## src/rtl/leve1_trap_seq_if.sv

```systemverilog
// Signal bundle between the trap/xRET sequencer and its surroundings:
// the pipeline request/return handshakes, CSR snapshots, and the CSR write port.
interface leve1_trap_seq_if #(
  parameter int XLEN = 64
);
  logic            TRAP_REQ;
  logic [XLEN-1:0] TRAP_CAUSE;
  logic [XLEN-1:0] TRAP_EPC;
  logic [XLEN-1:0] TRAP_TVAL;
  logic            TRAP_ACK;
  logic [1:0]      RET_REQ;
  logic            RET_ACK;
  logic [XLEN-1:0] MSTATUS;
  logic [XLEN-1:0] MEDELEG;
  logic [XLEN-1:0] MTVEC;
  logic [XLEN-1:0] STVEC;
  logic [XLEN-1:0] MEPC;
  logic [XLEN-1:0] SEPC;
  logic [1:0]      PIPE_WCMD;
  logic [11:0]     PIPE_WA;
  logic [XLEN-1:0] PIPE_WD;
  logic            PIPE_WREADY;
  logic [1:0]      CSR_WCMD;
  logic [11:0]     CSR_WA;
  logic [XLEN-1:0] CSR_WD;
  logic [1:0]      MODE;
  logic            REDIRECT;
  logic [XLEN-1:0] REDIRECT_PC;
  logic            BUSY;

  modport slave (
    input  TRAP_REQ, TRAP_CAUSE, TRAP_EPC, TRAP_TVAL, RET_REQ,
    input  MSTATUS, MEDELEG, MTVEC, STVEC, MEPC, SEPC,
    input  PIPE_WCMD, PIPE_WA, PIPE_WD,
    output TRAP_ACK, RET_ACK, PIPE_WREADY, CSR_WCMD, CSR_WA, CSR_WD,
    output MODE, REDIRECT, REDIRECT_PC, BUSY
  );

  modport master (
    output TRAP_REQ, TRAP_CAUSE, TRAP_EPC, TRAP_TVAL, RET_REQ,
    output MSTATUS, MEDELEG, MTVEC, STVEC, MEPC, SEPC,
    output PIPE_WCMD, PIPE_WA, PIPE_WD,
    input  TRAP_ACK, RET_ACK, PIPE_WREADY, CSR_WCMD, CSR_WA, CSR_WD,
    input  MODE, REDIRECT, REDIRECT_PC, BUSY
  );
endinterface

```

## src/rtl/leve1_trap_seq.sv

```systemverilog
// Trap-entry / xRET sequencer: owns the privilege mode and arbitrates the single
// CSR write port between pipeline CSR writes and its own multi-cycle sequences.
module leve1_trap_seq #(
  parameter int XLEN = 64
) (
  input logic              CLK,
  input logic              RST,
  leve1_trap_seq_if.slave  bus
);

  typedef enum logic [2:0] {
    IDLE,
    T_EPC,
    T_CAUSE,
    T_TVAL,
    T_STAT,
    R_STAT
  } state_t;

  state_t          state_q, state_d;
  logic [1:0]      mode_q, mode_d;
  logic [XLEN-1:0] cause_q, cause_d;
  logic [XLEN-1:0] epc_q, epc_d;
  logic [XLEN-1:0] tval_q, tval_d;
  logic [XLEN-1:0] stat_q, stat_d;
  logic [XLEN-1:0] pc_q, pc_d;
  // For traps: target is S. For returns: request is SRET.
  logic            to_s_q, to_s_d;

  logic [XLEN-1:0] stat_new;
  logic            trap_ack, ret_ack, pipe_wready, redirect;
  logic [1:0]      wcmd;
  logic [11:0]     wa;
  logic [XLEN-1:0] wd;
  logic [XLEN-1:0] redirect_pc;

  always_ff @(posedge CLK) begin
    if (RST) begin
      state_q <= IDLE;
      mode_q  <= 2'b11;
    end else begin
      state_q <= state_d;
      mode_q  <= mode_d;
    end
  end

  always_ff @(posedge CLK) begin
    cause_q <= cause_d;
    epc_q   <= epc_d;
    tval_q  <= tval_d;
    stat_q  <= stat_d;
    pc_q    <= pc_d;
    to_s_q  <= to_s_d;
  end

  always_comb begin
    state_d     = state_q;
    mode_d      = mode_q;
    cause_d     = cause_q;
    epc_d       = epc_q;
    tval_d      = tval_q;
    stat_d      = stat_q;
    pc_d        = pc_q;
    to_s_d      = to_s_q;
    stat_new    = stat_q;
    trap_ack    = 1'b0;
    ret_ack     = 1'b0;
    pipe_wready = 1'b0;
    redirect    = 1'b0;
    redirect_pc = '0;
    wcmd        = 2'b00;
    wa          = '0;
    wd          = '0;

    unique case (state_q)
      IDLE: begin
        if (bus.TRAP_REQ) begin
          trap_ack = 1'b1;
          to_s_d   = (mode_q != 2'b11) && bus.MEDELEG[bus.TRAP_CAUSE[5:0]];
          cause_d  = bus.TRAP_CAUSE;
          epc_d    = bus.TRAP_EPC;
          tval_d   = bus.TRAP_TVAL;
          stat_d   = bus.MSTATUS;
          pc_d     = to_s_d ? bus.STVEC : bus.MTVEC;
          state_d  = T_EPC;
        end else if (bus.RET_REQ != 2'b00) begin
          ret_ack  = 1'b1;
          to_s_d   = (bus.RET_REQ == 2'b01);
          stat_d   = bus.MSTATUS;
          pc_d     = to_s_d ? bus.SEPC : bus.MEPC;
          state_d  = R_STAT;
        end else begin
          pipe_wready = 1'b1;
          wcmd        = bus.PIPE_WCMD;
          wa          = bus.PIPE_WA;
          wd          = bus.PIPE_WD;
        end
      end
      T_EPC: begin
        wcmd    = 2'b01;
        wa      = to_s_q ? 12'h141 : 12'h341;
        wd      = epc_q;
        state_d = T_CAUSE;
      end
      T_CAUSE: begin
        wcmd    = 2'b01;
        wa      = to_s_q ? 12'h142 : 12'h342;
        wd      = cause_q;
        state_d = T_TVAL;
      end
      T_TVAL: begin
        wcmd    = 2'b01;
        wa      = to_s_q ? 12'h143 : 12'h343;
        wd      = tval_q;
        state_d = T_STAT;
      end
      T_STAT: begin
        if (to_s_q) begin
          stat_new[5] = stat_q[1];
          stat_new[1] = 1'b0;
          stat_new[8] = mode_q[0];
          wa          = 12'h100;
          mode_d      = 2'b01;
        end else begin
          stat_new[7]     = stat_q[3];
          stat_new[3]     = 1'b0;
          stat_new[12:11] = mode_q;
          wa              = 12'h300;
          mode_d          = 2'b11;
        end
        wcmd        = 2'b01;
        wd          = stat_new;
        redirect    = 1'b1;
        redirect_pc = {pc_q[XLEN-1:2], 2'b00};
        state_d     = IDLE;
      end
      R_STAT: begin
        if (to_s_q) begin
          stat_new[1] = stat_q[5];
          stat_new[5] = 1'b1;
          stat_new[8] = 1'b0;
          wa          = 12'h100;
          mode_d      = {1'b0, stat_q[8]};
        end else begin
          stat_new[3]     = stat_q[7];
          stat_new[7]     = 1'b1;
          stat_new[12:11] = 2'b00;
          wa              = 12'h300;
          mode_d          = stat_q[12:11];
        end
        wcmd        = 2'b01;
        wd          = stat_new;
        redirect    = 1'b1;
        redirect_pc = pc_q;
        state_d     = IDLE;
      end
      default: state_d = IDLE;
    endcase

    // Reset aborts immediately: no handshakes, no writes, no redirect.
    if (RST) begin
      trap_ack    = 1'b0;
      ret_ack     = 1'b0;
      pipe_wready = 1'b0;
      redirect    = 1'b0;
      wcmd        = 2'b00;
    end
  end

  assign bus.TRAP_ACK    = trap_ack;
  assign bus.RET_ACK     = ret_ack;
  assign bus.PIPE_WREADY = pipe_wready;
  assign bus.CSR_WCMD    = wcmd;
  assign bus.CSR_WA      = wa;
  assign bus.CSR_WD      = wd;
  assign bus.MODE        = mode_q;
  assign bus.REDIRECT    = redirect;
  assign bus.REDIRECT_PC = redirect_pc;
  assign bus.BUSY        = (state_q != IDLE) && !RST;

endmodule

```

## src/flat_wrapper.sv

```systemverilog
// flat-port wrapper written by rule: the top's interface ports become plain ports
module leve1_trap_seq_flat 
#(
  parameter int XLEN = 64
)
  (CLK, RST, bus_TRAP_REQ, bus_TRAP_CAUSE, bus_TRAP_EPC, bus_TRAP_TVAL, bus_RET_REQ, bus_MSTATUS, bus_MEDELEG, bus_MTVEC, bus_STVEC, bus_MEPC, bus_SEPC, bus_PIPE_WCMD, bus_PIPE_WA, bus_PIPE_WD, bus_TRAP_ACK, bus_RET_ACK, bus_PIPE_WREADY, bus_CSR_WCMD, bus_CSR_WA, bus_CSR_WD, bus_MODE, bus_REDIRECT, bus_REDIRECT_PC, bus_BUSY);
  leve1_trap_seq_if #(.XLEN(XLEN)) bus_i ();
  input logic CLK;
  input logic RST;
  input wire logic [$bits(bus_i.TRAP_REQ)-1:0] bus_TRAP_REQ;
  input wire logic [$bits(bus_i.TRAP_CAUSE)-1:0] bus_TRAP_CAUSE;
  input wire logic [$bits(bus_i.TRAP_EPC)-1:0] bus_TRAP_EPC;
  input wire logic [$bits(bus_i.TRAP_TVAL)-1:0] bus_TRAP_TVAL;
  input wire logic [$bits(bus_i.RET_REQ)-1:0] bus_RET_REQ;
  input wire logic [$bits(bus_i.MSTATUS)-1:0] bus_MSTATUS;
  input wire logic [$bits(bus_i.MEDELEG)-1:0] bus_MEDELEG;
  input wire logic [$bits(bus_i.MTVEC)-1:0] bus_MTVEC;
  input wire logic [$bits(bus_i.STVEC)-1:0] bus_STVEC;
  input wire logic [$bits(bus_i.MEPC)-1:0] bus_MEPC;
  input wire logic [$bits(bus_i.SEPC)-1:0] bus_SEPC;
  input wire logic [$bits(bus_i.PIPE_WCMD)-1:0] bus_PIPE_WCMD;
  input wire logic [$bits(bus_i.PIPE_WA)-1:0] bus_PIPE_WA;
  input wire logic [$bits(bus_i.PIPE_WD)-1:0] bus_PIPE_WD;
  output wire logic [$bits(bus_i.TRAP_ACK)-1:0] bus_TRAP_ACK;
  output wire logic [$bits(bus_i.RET_ACK)-1:0] bus_RET_ACK;
  output wire logic [$bits(bus_i.PIPE_WREADY)-1:0] bus_PIPE_WREADY;
  output wire logic [$bits(bus_i.CSR_WCMD)-1:0] bus_CSR_WCMD;
  output wire logic [$bits(bus_i.CSR_WA)-1:0] bus_CSR_WA;
  output wire logic [$bits(bus_i.CSR_WD)-1:0] bus_CSR_WD;
  output wire logic [$bits(bus_i.MODE)-1:0] bus_MODE;
  output wire logic [$bits(bus_i.REDIRECT)-1:0] bus_REDIRECT;
  output wire logic [$bits(bus_i.REDIRECT_PC)-1:0] bus_REDIRECT_PC;
  output wire logic [$bits(bus_i.BUSY)-1:0] bus_BUSY;
  assign bus_i.TRAP_REQ = bus_TRAP_REQ;
  assign bus_i.TRAP_CAUSE = bus_TRAP_CAUSE;
  assign bus_i.TRAP_EPC = bus_TRAP_EPC;
  assign bus_i.TRAP_TVAL = bus_TRAP_TVAL;
  assign bus_i.RET_REQ = bus_RET_REQ;
  assign bus_i.MSTATUS = bus_MSTATUS;
  assign bus_i.MEDELEG = bus_MEDELEG;
  assign bus_i.MTVEC = bus_MTVEC;
  assign bus_i.STVEC = bus_STVEC;
  assign bus_i.MEPC = bus_MEPC;
  assign bus_i.SEPC = bus_SEPC;
  assign bus_i.PIPE_WCMD = bus_PIPE_WCMD;
  assign bus_i.PIPE_WA = bus_PIPE_WA;
  assign bus_i.PIPE_WD = bus_PIPE_WD;
  assign bus_TRAP_ACK = bus_i.TRAP_ACK;
  assign bus_RET_ACK = bus_i.RET_ACK;
  assign bus_PIPE_WREADY = bus_i.PIPE_WREADY;
  assign bus_CSR_WCMD = bus_i.CSR_WCMD;
  assign bus_CSR_WA = bus_i.CSR_WA;
  assign bus_CSR_WD = bus_i.CSR_WD;
  assign bus_MODE = bus_i.MODE;
  assign bus_REDIRECT = bus_i.REDIRECT;
  assign bus_REDIRECT_PC = bus_i.REDIRECT_PC;
  assign bus_BUSY = bus_i.BUSY;
  leve1_trap_seq #(.XLEN(XLEN)) u_core (.CLK(CLK), .RST(RST), .bus(bus_i));
endmodule
```

## config.mk

```make
export PLATFORM = sky130hd
export DESIGN_NAME = leve1_trap_seq_flat
export DESIGN_NICKNAME = d
export VERILOG_FILES = /design/src/rtl/leve1_trap_seq_if.sv /design/src/rtl/leve1_trap_seq.sv /design/src/flat_wrapper.sv
export SDC_FILE = /design/constraint.sdc
export NUM_CORES = 1
export LEC_CHECK = 0
export CORE_AREA = 2 2 314 316
export DETAILED_ROUTE_END_ITERATION = 16
export DIE_AREA = 0 0 316 318
export PLACE_DENSITY_LB_ADDON = 0.3
export RECOVER_POWER = 100
export SYNTH_ARGS = -nofsm -noshare
export SYNTH_HDL_FRONTEND = slang
export SYNTH_SLANG_ARGS = --single-unit
```

## constraint.sdc

```tcl
create_clock -name CLK -period 8 [get_ports CLK]
set_input_delay 1.6 -clock CLK [delete_from_list [all_inputs] [get_ports CLK]]
set_output_delay 1.6 -clock CLK [all_outputs]
set_load 0.02 [all_outputs]
```

---- Word-level counts from Yosys, hierarchy flattened ----
Cells that the tools add are included.
storage, ports and cells
  flip-flop bits (word level) ............. 326
  logic and storage cells ................. 85
operators by class
  magnitude comparators ................... 1
  equality and inequality tests ........... 8
  muxes and demuxes ....................... 56
  reductions and logical operators ........ 12
operator list
  kind                  number
  $mux W64              8
  $pmux W64 S6          1
  $pmux W64 S2          1
  $pmux W12 S5          1
  $mux W10              4
  $mux W1               26
  $mux W12              2
  $mux W2               7
  $pmux W3 S4           1
  $pmux W2 S2           2
  $lt A6 B7 Y1 const B  1
  $bmux W1 S6           1
  $eq A3 B2 Y1 const B  2
  $eq A3 B3 Y1 const B  2
  $mux W3               2
  $reduce_bool A2 Y1    3
  $reduce_or A5 Y1      1
  $reduce_and A2 Y1     2
  $eq A3 B1 Y1 const B  1
  $logic_not A3 Y1      1
  $ne A3 B2 Y1 const B  1
  $reduce_bool A3 Y1    1
  $eq A2 B1 Y1 const B  1
  $logic_and A1 B1 Y1   2
  other kinds (3)       3

---- Depth between registers and ports, before layout ----
  depth in word-level cells ............... 5
  depth in mapped cells ................... 10
  mapped depth without buffers ............ 6

---- Least setup slack after synthesis ----
OpenSTA, ideal clock, no wires.
  path kind ............................... in2out
  start ................................... in bus_TRAP_REQ
  end ..................................... out bus_TRAP_ACK
  arrival ................................. 7.104 ns
  required time ........................... 6.400 ns
  path slack .............................. -0.704 ns
  stages on the path ...................... 4
  path buffers ............................ 2
  cell sequence ........................... clkbuf_1 clkbuf_1 and2_1 nor2b_1
between the ends
  word-level cells in the longest chain between the ends .. 3
ends and longest elaborated chain
  what         line                   RTL
  from (decl)  flat_wrapper.sv:10     input wire logic [$bits(bus_i.TRAP_REQ)-1:0] bus_TRAP_REQ;
  $mux W1      leve1_trap_seq.sv:77   if (bus.TRAP_REQ) begin
  $mux W1      leve1_trap_seq.sv:75   unique case (state_q)
  $mux W1      leve1_trap_seq.sv:161  if (RST) begin
  to (decl)    flat_wrapper.sv:24     output wire logic [$bits(bus_i.TRAP_ACK)-1:0] bus_TRAP_ACK;
Every way passes these cells.

---- Worst setup path in the final report ----
  start ................................... in bus_TRAP_CAUSE[1]
  end ..................................... reg u_core.pc_q[54], data pin
between the ends
  word-level cells in the longest chain between the ends .. 5
ends and longest elaborated chain
  what                           line                  RTL
  from (decl)                    flat_wrapper.sv:11    input wire logic [$bits(bus_i.TRAP_CAUSE)-1:0] bus_TRAP_CAUSE;
  $bmux W1 S6                    leve1_trap_seq.sv:79  to_s_d = (mode_q != 2'b11) && bus.MEDELEG[bus.TRAP_CAUSE[5:0]];
  $mux W1 (not written as such)  leve1_trap_seq.sv:79
  $logic_and A1 B1 Y1            leve1_trap_seq.sv:79
  $mux W64                       leve1_trap_seq.sv:84  pc_d = to_s_d ? bus.STVEC : bus.MTVEC;
  $mux W64                       leve1_trap_seq.sv:77
  to (signal assigned)           leve1_trap_seq.sv:52  pc_q <= pc_d;
  to (decl)                      leve1_trap_seq.sv:26  logic [XLEN-1:0] pc_q, pc_d;
Every way passes these cells. The select of a mux whose other input is x is not followed.
A chain may end at the register's enable or synchronous reset.

==> flow_summary.yaml <==
critical_path:
  crit_type: "in2reg"
  path_cells: "dlygate4sd3_1, mux4_1, nor2b_1, a2111oi_0, and4bb_4, clkbuf_1, o21ai_0, a31oi_1"
  cp.required_ns: 8.41
  startpoint_type: "input pin"
  startpoint: "bus_TRAP_CAUSE[1]"
  crit_fanout: 55
  slowest_delay_ns: 2.10
  slowest_stage: "clkbuf_1"
  cp.arrival_ns: 7.18
  r2r_start: "u_core.state_q[0]$_SDFFE_PP0P_"
  end_kind: "flip-flop"
sta:
  finalSetupViolCount: 0
  worst_slack_ns: 1.237
  setup_tns_ns: 0
  hold_viol_final: 0
  worst_slew_pin_slew_ns: 3.535
  fin_crit_sh: 0.8454
  final.min_clock_period_ns: 6.763
  rsz0062_at_grt: "false"
  slew_headroom: -1.357
  fmax_ghz: 0.1479
  clock_skew_ns: 0.01322
  drv_slew: 144
outcome:
  violations: "max-capacitance violations, max-slew violations"
  status: "complete, but fails checks"
yosys:
  netlist.top_cell.by_area: "edfxtp_1"
  synth_common_cells: "edfxtp_1 (321), nand3_1 (124), a22oi_1 (117)"
  synthCells: 1191
  synth_seq_cells: 326
  post-synth-top-count-cell: "edfxtp_1"
  synth_edf_count: 321
  synth_cell_types: 46
  synth_flop_cell: "edfxtp_1"
  ys_async_sr_fraction: 0
  syn_nets: 1850
  avgSynthCellArea_um2: 12.75
  synth_top_area_share: 0.6348
  synth.cell_area_mm2: 0.01519
  yosys_warnings: 0
  ys_seq_area_frac: 0.6413
  synthTopCellsByArea: "edfxtp_1 (63%), a22oi_1 (5.8%), nand3_1 (4.1%), a211oi_1 (3.2%), nor2b_1 (2.9%)"
drt:
  drt-total-wl_mm: 80.84
  drt_first_pass_iters: 4
  avgRoutedWirePerCell_um: 24.46
  drc: 0
  ant_nets: 0
  via_per_inst: 4.201
  num_vias: 13890
  drt_iter0_drc: 940
power:
  ir_drop_mv: 0.1049
  p_total_uw: 5645
  p_leak_uw: 0.009068
  power_density_mw_per_mm2: 217.4
global_routing:
  grt.met3_usage: 0.05778
  grt-busiest-layer: "met2"
  grt_max_degree: 128
  gr-usage-met2: 0.2720
  overflow: 0
  grt_usage: 0.1536
  met1_usage: 0.1702
  grt_pass1_wl_mm: 110.4
  grt_pass1_vias: 14640
  antenna_found_initial: 50
die:
  rows: 115
  dieArea_mm2: 0.1005
  io_pins: 808
  die_height_um: 318
  core_mm2: 0.09741
  start_util: 0.1559
  die_w_um: 316
clock_tree:
  clk_latency_ns: 0.58
  cts_tree: "built"
  cts_hold_buf: 0
  clock_path_buffers: 3
  cts_buffers: 42
  cts_setup_buffers: 0
  cts_htree_levels: 2
  cts_resized: 0
  numClockSinks: 326
  clkTransAtPathRegs_ns: 0.06
  root_buffer: "clkbuf_16"
final_layout:
  nNetsFinal: 2616
  drive_gt1_frac: 0.05274
  syn_to_final_growth_pct: 71.01
  post-route-util: 0.2666
place:
  gp_congestion: 0.9243
  pre_cts_slack_ns: 1.947
  io_buffer_count: 807
  dp.final_hpwl_mm: 60.56
flow_run:
  maxCapViolations: 4
min_path:
  hold_start: "u_core.stat_q[12]$_DFFE_PP_"
  min_path_type: "reg2reg"
[path summary, 6_finish.rpt]
check	to	slack, ns	cells past startpoint
min	u_core.bus.MODE[1]$_SDFFE_PP1N_	0.62	2
max	u_core.pc_q[54]$_DFFE_PP_	1.24	8
max reg2reg	u_core.epc_q[0]$_DFFE_PP_	1.70	7
min reg2reg	u_core.bus.MODE[1]$_SDFFE_PP1N_	0.62	2
[power breakdown]
| group | internal, uW | switching, uW |
|---|---|---|
| Combinational | 602 | 811 |
| Clock | 1150 | 799 |
| Sequential | 2200 | 83.9 |
| Total | 3950 | 1690 |
[layout make-up]
cell class / instances / area [um2]
clock buffers: 50 / 1102
flip-flops and latches: 326 / 9739
repair buffers: 832 / 8259
well taps: 1287 / 1610
multi-input cells: 751 / 4873
clock inverters: 28 / 301.5
diodes: 27 / 67.56
inverters: 4 / 15.01
fillers: 10130 / 71440
[through the flow]
stage	instance area [um2]	hold WS [ns]	cells
4_1_cts	25970	0.6119	3278
5_1_grt	25960	0.6332	3302
3_3_place_gp	24560	0.5690	3200
3_5_place_dp	24560	0.5949	3200
2_1_floorplan	15190	0.5192	1191
6_report	25970	0.6246	3305
[cell usage in the layout (no fill, tap or decap), types with 5 or more instances in the layout]
master / Yosys / routed
dlygate4sd3_1: 0 / 405
clkdlybuf4s50_1: 0 / 401
edfxtp_1: 321 / 321
nand3_1: 124 / 124
a22oi_1: 117 / 117
nor2b_1: 71 / 70
nand2_1: 66 / 66
a31oi_1: 65 / 65
a211oi_1: 64 / 64
and2_1: 64 / 62
o21ai_0: 14 / 62
clkbuf_16: 0 / 43
diode_2: 0 / 27
nor2_1: 17 / 17
a21oi_1: 16 / 16
buf_4: 1 / 16
clkbuf_1: 82 / 14
mux4_2: 12 / 12
o21ai_1: 60 / 12
and3_1: 11 / 11
mux2i_1: 10 / 10
clkinv_1: 1 / 9
clkinvlp_4: 0 / 5
bufinv_16: 0 / 5
clkinv_2: 0 / 5
dfxtp_1: 5 / 5
[cells by family (layout without fill, tap and decap cells)]
| group | Yosys count | in the layout | share of synthesized area |
|---|---|---|---|
| other cells | 0 | 27 | 0 |
| buf+inv | 114 | 914 | 0.04004 |
| compound gates | 352 | 352 | 0.1561 |
| simple gates | 370 | 370 | 0.1291 |
| mux | 28 | 28 | 0.03279 |
| flops | 326 | 326 | 0.6413 |
| xor+xnor | 1 | 1 | 0.0005769 |
[sequential cells by signal, indices dropped and copies added, names as in the netlist]
register / cells
u_core.tval_q: 64
u_core.to_s_q: 1
u_core.state_q: 3
u_core.stat_q: 64
u_core.epc_q: 64
u_core.cause_q: 64
u_core.pc_q: 64
u_core.bus.MODE: 2
[per-layer routing]
layer	share of wire	vias to the layer above
met5	0.0015	-
met4	0.028	20
met3	0.10	129
met2	0.50	702
met1	0.37	6785
li1	-	6249
[worst max-delay path: cells and delay by family]
family	cells	cell delay, ns
and+or+nand+nor	2	0.65
AOI/OAI and AO/OA	3	1.28
muxes	1	0.38
buffers and inverters	2	3.17
Power figures use the tool's default switching activity.
==> edit 1 (same flow settings) <==
`XLEN` is set to 64 in 3 places; all go to 68.
--- a/src/rtl/leve1_trap_seq_if.sv
+++ b/src/rtl/leve1_trap_seq_if.sv
@@ -2,5 +2,5 @@
 // the pipeline request/return handshakes, CSR snapshots, and the CSR write port.
 interface leve1_trap_seq_if #(
-  parameter int XLEN = 64
+  parameter int XLEN = 68
 );
   logic            TRAP_REQ;
--- a/src/rtl/leve1_trap_seq.sv
+++ b/src/rtl/leve1_trap_seq.sv
@@ -2,5 +2,5 @@
 // CSR write port between pipeline CSR writes and its own multi-cycle sequences.
 module leve1_trap_seq #(
-  parameter int XLEN = 64
+  parameter int XLEN = 68
 ) (
   input logic              CLK,
--- a/src/flat_wrapper.sv
+++ b/src/flat_wrapper.sv
@@ -2,5 +2,5 @@
 module leve1_trap_seq_flat 
 #(
-  parameter int XLEN = 64
+  parameter int XLEN = 68
 )
   (CLK, RST, bus_TRAP_REQ, bus_TRAP_CAUSE, bus_TRAP_EPC, bus_TRAP_TVAL, bus_RET_REQ, bus_MSTATUS, bus_MEDELEG, bus_MTVEC, bus_STVEC, bus_MEPC, bus_SEPC, bus_PIPE_WCMD, bus_PIPE_WA, bus_PIPE_WD, bus_TRAP_ACK, bus_RET_ACK, bus_PIPE_WREADY, bus_CSR_WCMD, bus_CSR_WA, bus_CSR_WD, bus_MODE, bus_REDIRECT, bus_REDIRECT_PC, bus_BUSY);
Interface: changed (12 resized); port bits go from 808 to 856. No check against the original RTL was run, so the function may have changed too.
==> edit 1 against the unedited design <==
Count of clock-buffer cells in the layout is 4 lower. First-iteration DRC count grew 6.3%. Area after synthesis rose by 5.2%. Wire length grew 4.9%. The run still ends with capacitance limit, slew limit left. Critical path depth did not move. Design area increased by 4.9%. Setup slack improved by 94 ps. Die area unchanged. Sequential cell count increased by 20. Total power rose by 2.0%.
==> edit 1: results (changes against the unedited design) <==
| Metric | Value |
|---|---|
| Port Buf Inserts | 851 (+5.5%) |
| Postcts setup bufs | 0 (unchanged) |
| First-pass GRT wire length | 115.4 mm (+4.5%) |
| Critical Path AT | 5070 ps (-2110 ps) |
| Drt total wl | 84.80 mm (+4.9%) |
| Status | finished with violations |
| Clock skew | 17.35 ps (+4.135 ps) |
| CP Max Fanout | 37 (-33%) |
| Peak VDD IR | 0.1124 mV (+7.1%) |
| Hold depth | 2 (unchanged) |
| Initial DRC Count | 999 (+6.3%) |
| Register area share after synthesis | 64.71% (+0.57 points) |
| Fin crit share | 83.36% (-1.2 points) |
| Routed via count | 14.67k (+5.6%) |
| Failing checks | capacitance limit, slew limit |
| Largest net degree at the start of global routing | 106 (-17%) |
| Cts bufs inserted | 42 (unchanged) |
| Fill count | 10.08k (-0.46%) |
| # nets final | 2,769 (+5.8%) |
| Gr usage total | 16.13% (+0.77 points) |
| Pleak | 9.553 nW (+5.4%) |
| Clk root buf | clkbuf_16 |
| Worst path max stage delay | 770 ps (-1330 ps) |
| Post-DP HPWL | 65.86 mm (+8.8%) |
| Slew Viols, Final | 239 (+66%) |
| Placer congestion estimate | 0.8969 (-3.0%) |
| Cell Area, Synth | 15,980 um^2 (+5.2%) |
| Layout cells sized above 1 | 5.614% (+0.34 points) |
| Initial DRT Pass Iterations | 5 (+1) |
| Yosys warns | 0 (unchanged) |
| Post-CTS Resized | 0 (unchanged) |
| CTS clk-pin slew, worst paths | 60 ps (about the same) |
| Top cells by area, synth | edfxtp_1 64%, a22oi_1 5.9%, nand3_1 4.0% |
| Clk_lat worst skew | 580 ps (about the same) |
| Initial antenna violation count | 54 (+8.0%) |
| Post-synth EDFFs | 341 (+6.2%) |
| Worst r2r path cells | 5 (-2) |
| Path category of the worst min-delay check | reg -> reg |
| Slew HR | -152.0% (-16 points) |
| Synthesized Nets | 1,957 (+5.8%) |
| Most frequent cells after synthesis | 341 x edfxtp_1, 127 x nand3_1, 126 x a22oi_1, 87 x clkbuf_1, 76 x o21ai_0 |
| CP max-delay cell | dlygate4sd3_1 |
| Max-cap violations | 6 (+2) |
| Count of cell types in the netlist | 47 (+2.2%) |
| Hold_buf cts | 0 (unchanged) |
| Post-synth top area share | 64.08% (+0.61 points) |
==> edit 1: cell count changes in the layout (fill, tap and decap cells not counted), sizes merged, moves of 4 or more <==
cell / delta
a211oi: +6
a22oi: +9
a31oi: +4
and2: +4
buf: +6
clkdlybuf4s50: +23
clkinv: +6
dlygate4sd3: +21
edfxtp: +20
mux2i: -4
nand2: +7
nand3: +8
o21ai: +5
==> edit 1: routing by layer <==
metal,share of wire [%],track usage (%),wire (um),vias to the layer above
li1,-,-,-,6576
met2,48,26.84,40840,749
met4,3.3,6.245,2798,34
met1,39,18.87,32840,7156
met5,0.26,0,222,-
met3,9.5,5.693,8090,154
==> edit 1: cells by family (layout without fill, tap and decap cells) <==
family,after synthesis,after routing,share of synthesized area [%]
AOI/OAI and AO/OA,373,373,15.75
DFF,346,346,64.71
buffers and inverters,120,964,3.328
muxes,27,27,3.077
other,0,25,0
and+or+nand+nor,391,391,13.08
xor gates and xnor gates,1,1,0.05482
==> edit 1: metrics by stage <==
step | setup slack, ps | instance area, um^2 | std cells | util (%) | total power, mW
detailed placement | 1867 | 25930 | 3313 | 26.62 | 4.043
global route | 910.4 | 27230 | 3412 | 27.95 | 6.011
finish | 1331 | 27230 | 3414 | 27.95 | 5.758
CTS | 1862 | 27230 | 3389 | 27.96 | 5.928
global placement | 1890 | 25930 | 3313 | 26.62 | 4.032
floorplan | 1297 | 15980 | 1258 | - | 3.100
==> edit 1: report_power, final <==
group	leakage [nW]	internal, mW	switching (mW)
Sequential	3.29	2.34	0.0767
Clock	0.639	1.03	0.812
Combinational	5.63	0.641	0.859
==> edit 1: final cells by class <==
| class | count | area share, % |
|---|---|---|
| repair buffers | 884 | 32.10 |
| inverters | 4 | 0.05514 |
| clock buffers | 46 | 3.915 |
| diodes | 25 | 0.2297 |
| clock inverters | 30 | 0.8730 |
| multi-input cells | 792 | 18.94 |
| well taps | 1287 | 5.913 |
| flip-flops and latches | 346 | 37.97 |
==> edit 1: worst paths after layout <==
kind	startpoint	to	slack, ps
max	bus_RET_REQ[1]	bus_CSR_WD[12]	1330
min	u_core.stat_q[12]$_DFFE_PP_	u_core.bus.MODE[1]$_SDFFE_PP1N_	650
max reg2reg	u_core.state_q[1]$_SDFFE_PP0P_	u_core.tval_q[9]$_DFFE_PP_	1670
min reg2reg	u_core.stat_q[12]$_DFFE_PP_	u_core.bus.MODE[1]$_SDFFE_PP1N_	650
==> edit 1: worst register-to-register path: stages, from the launching register on <==
cell and delay [ps]:
dfxtp_1 470, buf_4 290, nor3_2 120, buf_4 270
and2_0 1790, clkbuf_1 2790
==> edit 2 (same flow settings) <==
Made on the original files. The 6 states of `state_t` get a one-hot encoding in 6 bits.
--- a/src/rtl/leve1_trap_seq.sv
+++ b/src/rtl/leve1_trap_seq.sv
@@ -9,11 +9,11 @@
 );
 
-  typedef enum logic [2:0] {
-    IDLE,
-    T_EPC,
-    T_CAUSE,
-    T_TVAL,
-    T_STAT,
-    R_STAT
+  typedef enum logic [5:0] {
+    IDLE    = 6'b000001,
+    T_EPC   = 6'b000010,
+    T_CAUSE = 6'b000100,
+    T_TVAL  = 6'b001000,
+    T_STAT  = 6'b010000,
+    R_STAT  = 6'b100000
   } state_t;
 
Function: same outputs for any inputs over 4 cycles, from zero or initial values and one cycle with RST high; so few cycles prove little.
==> edit 2 against the unedited design <==
The flow still finishes with violations (capacitance limit, slew limit). Total power is 13% lower. Clock power shrank 3%. Non-clock buffer count down 1. Fmax is 3.1% higher. Via count is 1.2% lower. Design area fell by 0.77%. Setup slack improved by 200 ps. Die area stayed put. First-iteration DRC count rose by 28%. Global-route usage is 0.85 points lower. Wire length down 6.1%. Sequential cell count grew 3. Area after synthesis fell by 1.6%. Critical path type unchanged. Critical endpoint is now u_core.pc_q[0]$_DFFE_PP_. Largest cell class unchanged. Highest routed layer unchanged.
==> edit 2: results (changes against the unedited design) <==
| Metric | Value |
|---|---|
| First-pass GRT wire length | 105.4 mm (-4.5%) |
| Data buffer area share | 31.97% (+0.17 points) |
| Reg2reg start | u_core.state_q[2]$_SDFFE_PP0P_ |
| Count of cell types in the netlist | 42 (-8.7%) |
| Logic power comb | 0.773 mW (-45%) |
| Layout cells sized above 1 | 5.607% (+0.33 points) |
| Cts bufs inserted | 43 (+2.4%) |
| Register area share after synthesis | 65.59% (+1.5 points) |
| Initial antenna violation count | 35 (-30%) |
| Multiplexer area fraction after synthesis | 3.115% (-0.16 points) |
| Critical Path AT | 7000 ps (-180 ps) |
| Largest net degree at the start of global routing | 130 (+1.6%) |
| Initial DRT Pass Iterations | 10 (+6) |
| Failing checks | capacitance limit, slew limit |
| Gr usage total | 14.52% (-0.85 points) |
| Clock sink total | 329 (+0.92%) |
| Post-DP HPWL | 57.62 mm (-4.8%) |
| Pint | 3.665 mW (-7.2%) |
| Slew Viols, Final | 472 (+230%) |
| Vias per inst | 4.246 (+1.1%) |
| Hold_sp | u_core.state_q[0]$_SDFFE_PP1P_ |
| Pleak | 9.222 nW (+1.7%) |
| Max-cap violations | 5 (+1) |
| WHS Endpoint | u_core.state_q[0]$_SDFFE_PP1P_ |
| Clock skew | 17.43 ps (+4.210 ps) |
| ANT cells | 19 (-30%) |
| Worst path max stage delay | 2400 ps (+300 ps) |
| Clock-cell share | 5.244% (-0.16 points) |
| Worst r2r path cells | 6 (-1) |
| Top cells by area, synth | edfxtp_1 65%, a222oi_1 4.1%, a211oi_1 3.2% |
| # nets final | 2,552 (-2.4%) |
| DP Worst Slack | 2118 ps (+170.4 ps) |
| Multi-input combinational area share | 18.29% (-0.48 points) |
| Inverters | 2 (-2) |
| Status | finished with violations |
| CP Max Fanout | 65 (+18%) |
| Reg2reg setup slack | 2380 ps (+680 ps) |
| Multi-Input Combinational | 686 (-8.7%) |
| Most frequent cells after synthesis | 321 x edfxtp_1, 86 x clkbuf_1, 75 x nand2_1, 74 x and2_1, 72 x nand3_1 |
| Power density over cell area | 191.3 nW/um^2 (-12%) |
| Placer congestion estimate | 0.8693 (-6.0%) |
| Initial DRC Count | 1,203 (+28%) |
| Drt total wl | 75.87 mm (-6.1%) |
| Sequential Power Share | 45.8% (+5.4 points) |
| Sequential portion of the cell area | 38.03% (+0.52 points) |
edit 2: cell count changes in the layout (fill, tap and decap cells not counted), sizes merged, moves of 6 or more:
cell           change
a21oi             -12
a222oi            +61
a22oi             -54
and2              +10
and3              -10
clkdlybuf4s50     +13
diode              -8
dlygate4sd3       -13
nand2              +9
nand3             -52
nor2               -7
nor3b              +7
o21ai              -6
edit 2: per-stage QoR:
| step | hold slack, ps | instances | power, mW | util [%] |
|---|---|---|---|---|
| after global placement | 562.6 | 3135 | 3.082 | 25.07 |
| final | 583.7 | 3232 | 4.928 | 26.45 |
| after detailed placement | 564.1 | 3135 | 3.101 | 25.07 |
| after CTS | 587.9 | 3213 | 5.050 | 26.45 |
| after floorplan | 516.6 | 1123 | 2.549 | - |
| after global routing | 639.4 | 3226 | 5.152 | 26.44 |
edit 2: routing by layer:
layer	up-vias	wire length, um	GRT usage [%]
li1	6097	-	-
met1	6731	29760	17.07
met2	755	37500	25.33
met3	132	6352	4.076
met4	8	2201	4.497
met5	-	51	0
edit 2: worst max path at each step:
stage / from / end / slack, ps / depth (start not counted)
2_1_floorplan: bus_TRAP_REQ / u_core.cause_q[0]$_DFFE_PN_ / 280 / 4
3_3_place_gp: bus_RET_REQ[1] / bus_CSR_WD[12] / 2230 / 6
3_5_place_dp: bus_RET_REQ[1] / bus_CSR_WD[11] / 2120 / 6
4_1_cts: bus_RET_REQ[1] / bus_CSR_WD[11] / 2120 / 6
5_1_grt: bus_TRAP_REQ / u_core.epc_q[20]$_DFFE_PN_ / 1040 / 5
6_report: bus_TRAP_CAUSE[1] / u_core.pc_q[0]$_DFFE_PP_ / 1440 / 8
edit 2: worst min-delay path, stage by stage (launching register included):
cell and delay, ps:
dfxtp_1 320, nand4b_1 120, a211o_1 120
